--- src/rtl/seq_pkg.sv ---
// Shared types and encodings for the multi-cycle control sequencer:
// FSM states, instruction type codes, key opcodes and PC source selects.
package seq_pkg;

  typedef enum logic [2:0] {
    FETCH,
    DECODE,
    EXEC,
    MEM,
    WB,
    HALT,
    ERROR
  } state_t;

  localparam logic [1:0] TYPE_R = 2'b00;
  localparam logic [1:0] TYPE_J = 2'b01;
  localparam logic [1:0] TYPE_I = 2'b10;
  localparam logic [1:0] TYPE_S = 2'b11;

  localparam logic [4:0] OP_LW = 5'd2;
  localparam logic [4:0] OP_SW = 5'd3;
  localparam logic [4:0] OP_BR = 5'd4;

  localparam logic [1:0] PCS_SEQ = 2'b01;
  localparam logic [1:0] PCS_JMP = 2'b10;
  localparam logic [1:0] PCS_BR  = 2'b11;

  function automatic logic opcode_legal(input logic [1:0] ins_type, input logic [4:0] opcode);
    logic ok;
    case (ins_type)
      TYPE_R:  ok = (opcode <= 5'd3);
      TYPE_J:  ok = (opcode <= 5'd1);
      TYPE_I:  ok = (opcode <= 5'd4);
      default: ok = (opcode <= 5'd3);
    endcase
    return ok;
  endfunction

endpackage

--- src/rtl/mem_wait_timer.sv ---
// Counts cycles a memory request has been held without acknowledge and
// flags the last allowed cycle so the sequencer can abort to ERROR.
module mem_wait_timer #(
  parameter int MEM_TIMEOUT = 15
) (
  input  logic clk,
  input  logic rst,
  input  logic clear,
  input  logic count,
  output logic timeout
);

  logic [7:0] cnt;

  always_ff @(posedge clk or negedge rst) begin
    if (!rst) begin
      cnt <= '0;
    end else if (clear) begin
      cnt <= '0;
    end else if (count) begin
      cnt <= cnt + 8'd1;
    end
  end

  // Fires during the final unacknowledged request cycle.
  assign timeout = count && (cnt == 8'(MEM_TIMEOUT - 1));

endmodule

--- src/rtl/multicycle_sequencer.sv ---
// Multi-cycle control FSM: fetch, decode, execute, memory, write-back.
// Optional perf counters are built when SEQ_PERF_CNT_EN is defined.
module multicycle_sequencer
  import seq_pkg::*;
#(
  parameter int CNT_W       = 32,
  parameter int MEM_TIMEOUT = 15
) (
  input  logic             clk,
  input  logic             rst,
  input  logic [1:0]       ins_type,
  input  logic [4:0]       opcode,
  input  logic             stop,
  input  logic             zero,
  input  logic             imem_ack,
  input  logic             dmem_ack,
  output logic             imem_req,
  output logic             ir_write,
  output logic             pc_write,
  output logic [1:0]       pc_src,
  output logic             reg_write,
  output logic             dmem_rd,
  output logic             dmem_wr,
  output logic             wb_sel,
  output logic             halted,
  output logic             bus_err,
  output logic             illegal,
  output logic [CNT_W-1:0] instr_count,
  output logic [CNT_W-1:0] cycle_count,
  output logic [CNT_W-1:0] stall_count
);

  state_t state, next_state;
  logic   stop_q;
  logic   retire, set_bus, set_ill, latch_stop;
  logic   is_load, is_store, is_branch;
  logic   req_state, ack_sel, timeout;

  assign is_load   = (ins_type == TYPE_I) && (opcode == OP_LW);
  assign is_store  = (ins_type == TYPE_I) && (opcode == OP_SW);
  assign is_branch = (ins_type == TYPE_I) && (opcode == OP_BR);

  assign req_state = (state == FETCH) || (state == MEM);
  assign ack_sel   = (state == FETCH) ? imem_ack : dmem_ack;

  mem_wait_timer #(
    .MEM_TIMEOUT(MEM_TIMEOUT)
  ) u_timer (
    .clk    (clk),
    .rst    (rst),
    .clear  (!req_state || ack_sel),
    .count  (req_state && !ack_sel),
    .timeout(timeout)
  );

  always_ff @(posedge clk or negedge rst) begin
    if (!rst) begin
      state       <= FETCH;
      stop_q      <= 1'b0;
      bus_err     <= 1'b0;
      illegal     <= 1'b0;
      instr_count <= '0;
    end else begin
      state <= next_state;
      if (latch_stop) stop_q <= stop;
      if (set_bus) bus_err <= 1'b1;
      if (set_ill) illegal <= 1'b1;
      if (retire) instr_count <= instr_count + CNT_W'(1);
    end
  end

  always_comb begin
    next_state = state;
    retire     = 1'b0;
    set_bus    = 1'b0;
    set_ill    = 1'b0;
    latch_stop = 1'b0;
    imem_req   = 1'b0;
    ir_write   = 1'b0;
    pc_write   = 1'b0;
    pc_src     = 2'b00;
    reg_write  = 1'b0;
    dmem_rd    = 1'b0;
    dmem_wr    = 1'b0;
    wb_sel     = 1'b0;
    halted     = 1'b0;
    case (state)
      FETCH: begin
        imem_req = 1'b1;
        if (imem_ack) begin
          ir_write   = 1'b1;
          pc_write   = 1'b1;
          pc_src     = PCS_SEQ;
          next_state = DECODE;
        end else if (timeout) begin
          set_bus    = 1'b1;
          next_state = ERROR;
        end
      end
      DECODE: begin
        latch_stop = 1'b1;
        if (!opcode_legal(ins_type, opcode)) begin
          set_ill    = 1'b1;
          next_state = ERROR;
        end else begin
          next_state = EXEC;
        end
      end
      EXEC: begin
        if (ins_type == TYPE_J) begin
          pc_write = 1'b1;
          pc_src   = PCS_JMP;
          retire   = 1'b1;
        end else if (is_branch) begin
          pc_write = zero;
          pc_src   = PCS_BR;
          retire   = 1'b1;
        end else if (is_load || is_store) begin
          next_state = MEM;
        end else begin
          next_state = WB;
        end
      end
      MEM: begin
        dmem_rd = is_load;
        dmem_wr = !is_load;
        if (dmem_ack) begin
          if (is_load) next_state = WB;
          else         retire     = 1'b1;
        end else if (timeout) begin
          set_bus    = 1'b1;
          next_state = ERROR;
        end
      end
      WB: begin
        reg_write = 1'b1;
        wb_sel    = is_load;
        retire    = 1'b1;
      end
      default: begin
        halted = 1'b1;
      end
    endcase
    if (retire) next_state = stop_q ? HALT : FETCH;
    // Outputs must fall the moment reset asserts, not at the next edge.
    if (!rst) begin
      imem_req  = 1'b0;
      ir_write  = 1'b0;
      pc_write  = 1'b0;
      pc_src    = 2'b00;
      reg_write = 1'b0;
      dmem_rd   = 1'b0;
      dmem_wr   = 1'b0;
      wb_sel    = 1'b0;
      halted    = 1'b0;
    end
  end

`ifdef SEQ_PERF_CNT_EN
  logic stall;
  assign stall = (imem_req && !imem_ack) || ((dmem_rd || dmem_wr) && !dmem_ack);

  always_ff @(posedge clk or negedge rst) begin
    if (!rst) begin
      cycle_count <= '0;
      stall_count <= '0;
    end else begin
      cycle_count <= cycle_count + CNT_W'(1);
      stall_count <= stall_count + CNT_W'(stall);
    end
  end
`else
  assign cycle_count = '0;
  assign stall_count = '0;
`endif

endmodule

--- config.mk ---
export PLATFORM = sky130hd
export DESIGN_NAME = multicycle_sequencer
export DESIGN_NICKNAME = d
export VERILOG_FILES = /design/src/rtl/seq_pkg.sv /design/src/rtl/mem_wait_timer.sv /design/src/rtl/multicycle_sequencer.sv
export SDC_FILE = /design/constraint.sdc
export NUM_CORES = 1
export LEC_CHECK = 0
export ABC_AREA = 1
export CAP_MARGIN = 10
export CORE_MARGIN = 4
export CORE_UTILIZATION = 47
export DETAILED_ROUTE_END_ITERATION = 16
export PLACE_DENSITY = 0.83
export SYNTH_ARGS = -nofsm -noshare
export SYNTH_HDL_FRONTEND = slang
export SYNTH_SLANG_ARGS = --single-unit
--- constraint.sdc ---
create_clock -name clk -period 3.34 [get_ports clk]
set_input_delay 0.668 -clock clk [delete_from_list [all_inputs] [get_ports clk]]
set_output_delay 0.668 -clock clk [all_outputs]
set_load 0.01 [all_outputs]
==> metrics.log <==
INFO  metric die_h = 93.9 um
INFO  metric cts.clk_slew.worst_paths = 0.08 ns
INFO  metric yosys-top-cells-area = sky130_fd_sc_hd__dfrtp_1 33%, sky130_fd_sc_hd__nand2_1 15%, sky130_fd_sc_hd__buf_4 14%
INFO  metric max_slew_margin = 61.7%
INFO  metric timing.hold.worst.class = flip-flop to flip-flop
INFO  metric fin_crit_share = 96.8%
INFO  metric dr.pass1.iters = 4
INFO  metric antenna_found_initial = 0
INFO  metric synth.most_common_cell = sky130_fd_sc_hd__nand2_1
INFO  metric row_count = 31
INFO  metric area.sequential = 1150 um2
INFO  metric routed_wl = 7.82 mm
INFO  metric power.static_leakage = 1.91 nW
INFO  metric report.final.setup_viol = 0
INFO  metric hold_viol = 0
INFO  metric first_global_vias = 2857
INFO  metric fin_crit = 3.23 ns
INFO  metric dominant_cell_type_by_area_after_synthesis = sky130_fd_sc_hd__dfrtp_1
INFO  metric post_synth_instance_area = 3460 um2
INFO  metric gp_routability_congestion = 0.933
INFO  metric regToRegSetupSlack = 1.47 ns
INFO  metric place.port_buffers = 56
INFO  metric crit_chain = clkdlybuf4s50_1, ha_1, nand2_1, nand3b_1, nand2_1, nand2_1, nor2_1, clkdlybuf4s50_1
INFO  metric area_delta_synth_final = 15.2%
INFO  metric worst-path-max-fanout = 4
INFO  metric detailroute.wirelength.met3 = 624 um
INFO  metric post-route-worst-setup-slack = 0.106 ns
INFO  metric worst_path_max_delay_cell = sky130_fd_sc_hd__clkdlybuf4s50_1
INFO  metric floorplan.core_area = 7210 um2
INFO  metric avgSynthCellArea = 7.11 um2
INFO  metric clock-root-buffer = sky130_fd_sc_hd__clkbuf_8
INFO  metric grt_max_degree = 47
INFO  metric drt-wirelength-per-cell = 12.1 um
INFO  metric layout.nets = 564
INFO  metric cts_num_sinks = 46
INFO  metric unrepaired_setup_endpoints_after_global_routing = no
INFO  metric cp_common_cell = sky130_fd_sc_hd__nand2_1
INFO  metric num_vias = 3063
INFO  metric clock_tree.buffer_depth = 2
INFO  metric min_path_cells = 2
INFO  metric grt_pass1_wl = 12.8 mm
INFO  metric timing.clock.skew = 0.00618 ns
INFO  metric initialDrtViolationCount = 213
INFO  metric clock_insertion_delay_worst_skew = 0.30 ns
INFO  metric dp_hpwl = 6.25 mm
INFO  metric maxCapViolCount = 0
INFO  metric routed-wl-met2 = 3.77 mm
INFO  metric cellPowerDensity = 261 nW/um2
INFO  metric postRouteAntennaNets = 0
INFO  metric final.fill_count = 674
INFO  metric cts.repair_timing.setup_buffer_count = 0
INFO  metric criticalPathCategory = primary input to primary output
INFO  metric post-synth-top-area-fraction = 33.2%
INFO  metric ioPinCount = 121
INFO  metric stdcell_count = 646
INFO  metric report.final.slew_viol_count = 0
INFO  metric number_of_vias_per_cell_after_detailed_routing = 4.74
INFO  metric worst_setup_slack_post_dpl = 0.0334 ns
INFO  metric die_area = 8810 um2
INFO  metric p_total = 1.04 mW
INFO  metric critPathRequiredTime = 2.67 ns
INFO  metric drc_errors = 0
INFO  metric netlist_top_cells_count = 138 x sky130_fd_sc_hd__nand2_1, 66 x sky130_fd_sc_hd__buf_4, 62 x sky130_fd_sc_hd__nor2_1, 50 x sky130_fd_sc_hd__inv_1, 46 x sky130_fd_sc_hd__dfrtp_1
INFO  metric final_layout_size_suffix_gt1_share = 5.12%
INFO  metric antenna_cells = 0
INFO  metric overflow = 0
INFO  metric critical_path.max_stage_delay = 0.56 ns
INFO  metric status = complete, no violations
INFO  metric multi_input_comb_area = 1840 um2
INFO  metric floorplan.initialDensity = 48.0%
INFO  metric synth-main-ff-cell = sky130_fd_sc_hd__dfrtp_1
INFO  metric synth_sequential_area_ratio = 33.2%
INFO  metric worstPathArrival = 2.57 ns
INFO  metric ys_ff_latch = 46
INFO  metric cts_tree = done
INFO  metric synth-edff-count = 0
INFO  metric highest_layer = met4
INFO  metric vdd_ir_drop_max = 120 uV
INFO  metric yosys_warnings = 0
INFO  metric finalSetupTns = 0 ns
INFO  metric die_w = 93.9 um
INFO  metric wl_met1 = 3.21 mm
INFO  metric postSynthCellCount = 487
INFO  metric post-place-cells = 638
INFO  metric fin_util = 55.3%
INFO  metric globalRouteTotalUtil = 17.8%
INFO  metric reg2reg_depth = 8
INFO  metric worstSetupStartpointType = primary input
INFO  metric htree_num_levels = 2
INFO  metric tightest_slew = 0.575 ns
INFO  metric post_cts_hold_buffer_count = 0
INFO  metric async_flop_share = 100%
INFO  metric cts_inserted_buffers = 5
INFO  metric fmax = 309 MHz
INFO  metric synthDistinctLibCells = 31
INFO  metric crit_path_end_kind = primary output
final timing paths:
path | from | endpoint
max | ins_type[1] | pc_src[1]
min | illegal$_DFFE_PN0P_ | illegal$_DFFE_PN0P_
max reg2reg | instr_count[0]$_DFFE_PN0P_ | instr_count[20]$_DFFE_PN0P_
min reg2reg | illegal$_DFFE_PN0P_ | illegal$_DFFE_PN0P_
max in group asynchronous | rst | instr_count[4]$_DFFE_PN0P_
min in group asynchronous | rst | instr_count[21]$_DFFE_PN0P_
registers in the layout, indices dropped and copies added (netlist names):
register     flops
bus_err          1
illegal          1
instr_count     32
state            3
stop_q           1
u_timer.cnt      8
metrics by stage:
stage | area, um2 | hold slack [ns]
4_1_cts | 3980 | 0.471
3_3_place_gp | 3870 | 0.448
5_1_grt | 3990 | 0.502
2_1_floorplan | 3700 | 0.372
6_report | 3990 | 0.461
3_5_place_dp | 3870 | 0.449
critical path: cells and delay by family:
kind / cells / cell delay (ns)
buffers and inverters: 2 / 1.04
and+or+nand+nor: 5 / 0.66
adders and majority gates: 1 / 0.21
per-layer routing:
metal | GRT usage (%) | vias to the layer above
met5 | 0 | -
met4 | 6.50 | 0
met3 | 3.53 | 27
met2 | 30.2 | 132
met1 | 22.4 | 1406
li1 | - | 1498
power by group:
part / internal [mW] / total [mW] / leakage [nW] / switching, mW
registers: 0.556 / 0.556 / 0.575 / 0
logic: 0.0194 / 0.0794 / 1.27 / 0.0601
clock network: 0.220 / 0.406 / 0.0579 / 0.186
kinds of logic after synthesis:
| family | Yosys count | share of synthesized area (%) |
|---|---|---|
| AO/OA/AOI/OAI | 29 | 4.44 |
| XOR/XNOR | 29 | 8.41 |
| adder cells (fa/ha/maj) | 5 | 1.81 |
| buffers and inverters | 121 | 20.7 |
| flip-flops | 46 | 33.2 |
| multiplexers | 1 | 0.325 |
| other | 1 | 0.108 |
| AND/OR/NAND/NOR | 255 | 31.0 |
cells in the final DEF, fill, tap and decap left out, drive strengths merged:
master / count
mux2: 1
xor2: 15
nor3: 21
buf: 3
o211ai: 1
dlymetal6s2s: 1
a21oi: 11
nand3: 15
a21boi: 2
o22ai: 1
dfrtp: 46
clkdlybuf4s50: 54
clkinv: 3
conb: 64
nor2: 64
inv: 51
bufinv: 1
nand2: 143
nand4: 6
nand3b: 4
nor3b: 2
ha: 5
o21ai: 14
clkbuf: 5
xnor2: 14
what timing repair did:
| action | in CTS | in global routing |
|---|---|---|
| resized for setup | 0 | 2 |
| setup endpoints to repair | 0 | 1 |
| endpoints found under the hold margin | 0 | 0 |
final cells by class:
cell class | count | area share, %
Inverter | 52 | 4.89
Clock inverter | 3 | 1.00
Timing Repair Buffer | 58 | 14.4
Tap cell | 99 | 3.10
Clock buffer | 5 | 1.72
Sequential cell | 46 | 28.8
Multi-Input combinational cell | 383 | 46.1
(Power assumes the default switching activity.)
